File: config.mk
export PLATFORM = sky130hd
export DESIGN_NAME = pe_drain_flat
export DESIGN_NICKNAME = d
export VERILOG_FILES = /design/src/rtl/pe_pkg.sv /design/src/rtl/pe_drain_if.sv /design/src/rtl/pe_drain_fifo.sv /design/src/rtl/pe_drain.sv /design/src/flat_wrapper.sv
export SDC_FILE = /design/constraint.sdc
export NUM_CORES = 1
export LEC_CHECK = 0
export CAP_MARGIN = 20
export CORE_ASPECT_RATIO = 1.5
export CORE_MARGIN = 3
export CORE_UTILIZATION = 43
export DETAILED_ROUTE_END_ITERATION = 8
export PLACE_DENSITY = 0.77
export SLEW_MARGIN = 10
export SYNTH_ARGS = -nofsm -noshare
export SYNTH_HDL_FRONTEND = slang
export SYNTH_HIERARCHICAL = 1
export SYNTH_SLANG_ARGS = --single-unit
File: constraint.sdc
create_clock -name clk -period 6.9 [get_ports clk]
set_clock_uncertainty 0.2 [all_clocks]
set_input_delay 0.69 -clock clk [delete_from_list [all_inputs] [get_ports clk]]
set_output_delay 0.69 -clock clk [all_outputs]
set_load 0.01 [all_outputs]
File: src/rtl/pe_pkg.sv
// Shared types and constants for the PE drain datapath.
package pe_pkg;

   typedef enum logic [1:0] {
      IDLE,
      WAIT,
      CAPT,
      FLUSH
   } pe_state_t;

   // Saturation words for the 16-bit output format.
   localparam int unsigned                SAT_BW  = 16;
   localparam logic [SAT_BW-1:0] SAT_MAX = 16'h7FFF;
   localparam logic [SAT_BW-1:0] SAT_MIN = 16'h8000;

endpackage

File: src/rtl/pe_drain_if.sv
// Valid/ready output stream carrying converted PE results.
interface pe_drain_if #(
   parameter int MUL_BW = 16
) ();

   logic                     out_valid;
   logic signed [MUL_BW-1:0] out_data;
   logic                     out_ready;

   modport master (output out_valid, output out_data, input out_ready);
   modport slave  (input out_valid, input out_data, output out_ready);

endinterface

File: src/rtl/pe_drain_fifo.sv
// Output FIFO for pe_drain; pointers carry an extra wrap bit for full/empty.
module pe_drain_fifo #(
   parameter int MUL_BW = 16,
   parameter int DEPTH  = 4
) (
   input  logic                     clk,
   input  logic                     rst,
   input  logic                     push,
   input  logic signed [MUL_BW-1:0] push_data,
   input  logic                     pop,
   output logic signed [MUL_BW-1:0] pop_data,
   output logic                     full,
   output logic                     empty
);

   localparam int AW = (DEPTH > 1) ? $clog2(DEPTH) : 1;

   logic        [AW:0]       wr_ptr;
   logic        [AW:0]       rd_ptr;
   logic signed [MUL_BW-1:0] mem [DEPTH];
   logic                     do_pop;
   logic                     do_push;

   assign empty    = (wr_ptr == rd_ptr);
   assign full     = (wr_ptr[AW] != rd_ptr[AW]) && (wr_ptr[AW-1:0] == rd_ptr[AW-1:0]);
   assign do_pop   = pop && !empty;
   // A pop frees a slot in the same cycle, so a push into a full FIFO is still taken.
   assign do_push  = push && (!full || do_pop);
   assign pop_data = mem[rd_ptr[AW-1:0]];

   always_ff @(posedge clk) begin
      if (rst) begin
         wr_ptr <= '0;
         rd_ptr <= '0;
         for (int unsigned i = 0; i < DEPTH; i++) begin
            mem[i] <= '0;
         end
      end else begin
         if (do_push) begin
            mem[wr_ptr[AW-1:0]] <= push_data;
            wr_ptr              <= wr_ptr + 1'b1;
         end
         if (do_pop) begin
            rd_ptr <= rd_ptr + 1'b1;
         end
      end
   end

endmodule

File: src/rtl/pe_drain.sv
// Drains a free-running PE accumulator chain into a saturated Q-format output stream.
// Define PE_DRAIN_RND_EN for round-half-up conversion; default truncates (floor).
module pe_drain
   import pe_pkg::*;
#(
   parameter int INT_BW = 5,
   parameter int FRA_BW = 10,
   parameter int MUL_BW = 16,
   parameter int ACC_BW = 32,
   parameter int LAT    = 2,
   parameter int DEPTH  = 4
) (
   input  logic                     clk,
   input  logic                     rst,
   input  logic                     start,
   input  logic [7:0]               len,
   input  logic signed [ACC_BW-1:0] o_i,
   pe_drain_if.master               drain,
   output logic                     busy,
   output logic                     done,
   output logic                     sat,
   output logic                     ovf
);

   localparam int EXT_BW   = ACC_BW + 1;
   localparam int SIGN_LSB = INT_BW + FRA_BW;
   localparam int CNT_W    = (LAT > 1) ? $clog2(LAT) : 1;

   localparam logic [MUL_BW-1:0] W_MAX = (MUL_BW == SAT_BW) ? MUL_BW'(SAT_MAX)
                                                          : {1'b0, {(MUL_BW-1){1'b1}}};
   localparam logic [MUL_BW-1:0] W_MIN = (MUL_BW == SAT_BW) ? MUL_BW'(SAT_MIN)
                                                          : {1'b1, {(MUL_BW-1){1'b0}}};

   pe_state_t                state;
   logic [CNT_W-1:0]         cnt;
   logic [7:0]               rem;

   logic signed [EXT_BW-1:0] ext;
   logic signed [EXT_BW-1:0] t;
   logic [EXT_BW-SIGN_LSB-1:0] t_hi;
   logic                     in_range;
   logic signed [MUL_BW-1:0] word;

   logic                     capt;
   logic                     fifo_full;
   logic                     fifo_empty;
   logic                     pop;
   logic                     drop;
   logic signed [MUL_BW-1:0] fifo_data;

`ifdef PE_DRAIN_RND_EN
   localparam logic [EXT_BW-1:0] RND = EXT_BW'(1) << (FRA_BW - 1);
`endif

   always_comb begin
      ext = {o_i[ACC_BW-1], o_i};
`ifdef PE_DRAIN_RND_EN
      ext = ext + $signed(RND);
`endif
      t = ext >>> FRA_BW;
   end

   // In range iff every bit from the output sign position upward matches.
   assign t_hi     = t[EXT_BW-1:SIGN_LSB];
   assign in_range = (t_hi == '0) || (t_hi == '1);
   assign word     = in_range ? t[MUL_BW-1:0] : (t[EXT_BW-1] ? W_MIN : W_MAX);

   assign capt = (state == CAPT);
   assign pop  = !fifo_empty && drain.out_ready;
   assign drop = capt && fifo_full && !pop;

   assign drain.out_valid = !fifo_empty;
   assign drain.out_data  = fifo_data;

   pe_drain_fifo #(
      .MUL_BW (MUL_BW),
      .DEPTH  (DEPTH)
   ) u_fifo (
      .clk       (clk),
      .rst       (rst),
      .push      (capt),
      .push_data (word),
      .pop       (pop),
      .pop_data  (fifo_data),
      .full      (fifo_full),
      .empty     (fifo_empty)
   );

   always_ff @(posedge clk) begin
      if (rst) begin
         state <= IDLE;
         cnt   <= '0;
         rem   <= '0;
         busy  <= 1'b0;
         done  <= 1'b0;
         sat   <= 1'b0;
         ovf   <= 1'b0;
      end else begin
         done <= 1'b0;
         case (state)
            IDLE: begin
               if (start) begin
                  rem  <= len;
                  sat  <= 1'b0;
                  ovf  <= 1'b0;
                  busy <= 1'b1;
                  if (len == 8'd0) begin
                     state <= FLUSH;
                  end else if (LAT == 1) begin
                     state <= CAPT;
                  end else begin
                     state <= WAIT;
                     cnt   <= CNT_W'(LAT - 1);
                  end
               end
            end
            WAIT: begin
               cnt <= cnt - 1'b1;
               if (cnt == CNT_W'(1)) begin
                  state <= CAPT;
               end
            end
            CAPT: begin
               rem <= rem - 1'b1;
               if (!in_range) begin
                  sat <= 1'b1;
               end
               if (drop) begin
                  ovf <= 1'b1;
               end
               if (rem == 8'd1) begin
                  state <= FLUSH;
               end
            end
            FLUSH: begin
               if (fifo_empty) begin
                  done  <= 1'b1;
                  busy  <= 1'b0;
                  state <= IDLE;
               end
            end
            default: state <= IDLE;
         endcase
      end
   end

endmodule

File: src/flat_wrapper.sv
// flat-port wrapper written by rule: the top's interface ports become plain ports
module pe_drain_flat import pe_pkg::*;
#(
   parameter int INT_BW = 5,
   parameter int FRA_BW = 10,
   parameter int MUL_BW = 16,
   parameter int ACC_BW = 32,
   parameter int LAT    = 2,
   parameter int DEPTH  = 4
)
  (clk, rst, start, len, o_i, busy, done, sat, ovf, drain_out_valid, drain_out_data, drain_out_ready);
  pe_drain_if #(.MUL_BW(MUL_BW)) drain_i ();
  input  logic clk;
  input  logic rst;
  input  logic start;
  input  logic [7:0] len;
  input  logic signed [ACC_BW-1:0] o_i;
  output logic busy;
  output logic done;
  output logic sat;
  output logic ovf;
  output wire logic [$bits(drain_i.out_valid)-1:0] drain_out_valid;
  output wire logic [$bits(drain_i.out_data)-1:0] drain_out_data;
  input wire logic [$bits(drain_i.out_ready)-1:0] drain_out_ready;
  assign drain_out_valid = drain_i.out_valid;
  assign drain_out_data = drain_i.out_data;
  assign drain_i.out_ready = drain_out_ready;
  pe_drain #(.INT_BW(INT_BW), .FRA_BW(FRA_BW), .MUL_BW(MUL_BW), .ACC_BW(ACC_BW), .LAT(LAT), .DEPTH(DEPTH)) u_core (.clk(clk), .rst(rst), .start(start), .len(len), .o_i(o_i), .drain(drain_i), .busy(busy), .done(done), .sat(sat), .ovf(ovf));
endmodule
==> out/metrics.csv <==
metric;value;unit
status;finished clean;
RR Startpoint;u_core/u_fifo/rd_ptr[2];
Post-Syn Instances;366;
Leakage;1.943;nW
Rows;44;
RSZ-0062 raised after global routing;false;
vias in the first global route;3045;
async set-reset flop share out of synthesis;0;%
endpoints failing setup;0;
synth unique cells;56;
WS Path Type;flop to flop;
Setup crit end kind;flop;
min-delay worst type;flop to flop;
Slew Limit Fails;0;
Max Clock Freq;303.2;MHz
P&R area growth vs syn;20.53;%
setup TNS;0;ns
gp weighted congestion;0.8133;
Final min period;3.299;ns
Worst EP required;6.67;ns
Avg Inst Size Synth;11.94;sq um
Worst Setup SP;u_core/u_fifo/rd_ptr[2];
R2R depth;7;
first-pass GRT wire length;14.19;mm
drt drc;0;
most frequent cells in the layout;edfxtp_1, clkdlybuf4s50_1, nor3_1;
relative slew slack;37.01;%
sequential fraction of the synthesis area;54.51;%
final hold vios;0;
startpoint types;flop;
total track usage;16.10;%
PwrDens;311.8;nW/um^2
post-synthesis net count;418;
Final Non-Filler Cells;529;
Net count, final;461;
commonest non-fill, non-tap cell in the layout;edfxtp_1;
pin count of the biggest net entering global routing;69;
Post-synth EDFFs;64;
die height;129.5;um
number of filler cells placed in the layout;851;
clk sink count;87;
FF-to-FF setup slack;3.60;ns
VDD IR-drop max;0.1578;mV
I/O Buffers;54;
Starting Density;44.60;%
CTS root buf;clkbuf_16;
worst-margin pin slew;0.9442;ns
Mapped Area;4370;sq um
clock buffer depth;2;
Critical Path AT;3.06;ns
flops & latches, synth;87;
dpl cells;513;
setup ws final;3.601;ns
Critical Path End;u_core/u_fifo/mem[2][5];
wirelength, routed;8.642;mm
max cap viols;0;
DPL Wire Length;5.858;mm
initial DRC count;186;
Hold-fix buffers, CTS;0;
# IOs;65;
pre-CTS setup slack;3.390;ns
Num CTS Buffers;9;
R2R Path End;u_core/u_fifo/mem[2][5];
Most used DFF post-synth;edfxtp_1;
CTS tree;done;
yosys warns;6;
layout cell share with drive strength beyond 1;13.29;%
CTS clk-pin slew, worst paths;0.07;ns
Final Cycle Share;47.81;%
vias;2996;
width of the die;88.32;um
DR pass1 iterations;4;
GR Overflow Total;0;
via-per-instance ratio;5.664;
Post-CTS Repair Setup Buffers;0;
DRT antenna net count;0;
initial antenna violation count;0;
CORE AREA;9799;sq um
diode count;0;
worst skew pair latency;0.33;ns
Critical Path Fanout Max;68;
die area;11430;sq um
routed length per instance;16.34;um
CTS-repair resized insts;0;
# H-tree levels;3;
[worst max-delay path, stage by stage (launching register included)]
cell and delay (ns):
dfxtp_1 0.35, xnor2_1 0.47, nand3_1 0.18, inv_1 0.17, nor2b_1 0.14, o41ai_4 0.37, buf_4 0.57, o21bai_2 0.46
[flip-flops by register name, summed over array words and instances (netlist names), named ones only]
name	count
u_core/u_fifo/mem	64
u_core/rem	8
u_core/u_fifo/rd_ptr	3
u_core/u_fifo/wr_ptr	3
u_core/state	2
u_core/busy	1
u_core/cnt	1
u_core/done	1
u_core/ovf	1
u_core/sat	1
[area by class of cell]
cell class | instances | area [sq um] | share of cell area [%]
sequential | 87 | 2382 | 45.23
timing repair buffer | 60 | 593.1 | 11.26
inverter | 30 | 112.6 | 2.138
clock buffer | 9 | 225.2 | 4.276
multi-input combinational | 221 | 1723 | 32.71
clock inverter | 7 | 87.58 | 1.663
tap | 115 | 143.9 | 2.732
[metal layers]
metal  vias to the layer above  share of wire (%)  GRT usage, %
li1                       1454                  -             -
met1                      1414                 40         18.66
met2                       117                 52         28.74
met3                        11                6.3         3.435
met4                         0                1.5         5.961
met5                         -                  0             0
[logic make-up after synthesis]
family	after synthesis	share of synthesized area [%]
mux	25	10.39
flops	87	54.51
compound gates	60	10.65
simple gates	122	14.80
buf+inv	58	6.155
fa+ha+maj	8	2.290
xor+xnor	6	1.203
[stage by stage]
step	instance area (sq um)	utilization (%)	hold slack [ns]	total power, mW
after CTS	5268	53.75	0.2894	1.659
after global routing	5268	53.75	0.3288	1.737
after floorplan	4370	-	0.2875	1.004
after global placement	4940	50.41	0.2640	1.137
after detailed placement	4955	50.56	0.2743	1.156
final	5268	53.75	0.2866	1.643
[synth_stat cells, drive strengths merged (2+ instances only)]
cell     n  area [sq um]
mux2     3         33.78
a211oi   4         30.03
nor4     3         33.78
a21oi    6         30.03
edfxtp  64          1922
nand3    3         15.01
nor4b    2         17.52
dfxtp   23         460.4
or2      2         12.52
o31ai    3         22.52
nand2    8         30.03
o22ai    4         25.02
nor2b    7         43.79
nand2b   8         50.05
nor3b    3         22.52
mux4    16         360.4
inv     30         112.6
o21ai    3         15.01
a21o    16         126.4
xnor2    3         26.28
o311ai   2         17.52
a31oi    2         12.51
buf     19         122.6
o21bai   3         22.52
xor2     3         26.28
a22oi    6         45.04
ha       8         100.1
clkbuf   9         33.78
mux2i    6         60.06
nor2    27         103.9
nor3    53         265.3
[how the worst min path moves through the flow]
stage / start / endpoint / slack, ns / depth (start not counted)
after floorplan: u_core/rem[1] / u_core/rem[1] / 0.29 / 2
after global placement: u_core/busy / u_core/busy / 0.26 / 2
after detailed placement: u_core/busy / u_core/busy / 0.27 / 2
after CTS: u_core/busy / u_core/busy / 0.29 / 2
after global routing: u_core/busy / u_core/busy / 0.33 / 2
final: u_core/busy / u_core/busy / 0.29 / 2
[report_power, final]
group | internal [mW] | total (mW) | switching, mW | leakage (nW)
Combinational | 0.211 | 0.462 | 0.251 | 0.939
Sequential | 0.634 | 0.681 | 0.0476 | 0.850
Clock | 0.289 | 0.499 | 0.210 | 0.154
Total | 1.13 | 1.64 | 0.508 | 1.94
Note: power is estimated with default switching activity, not from simulation.
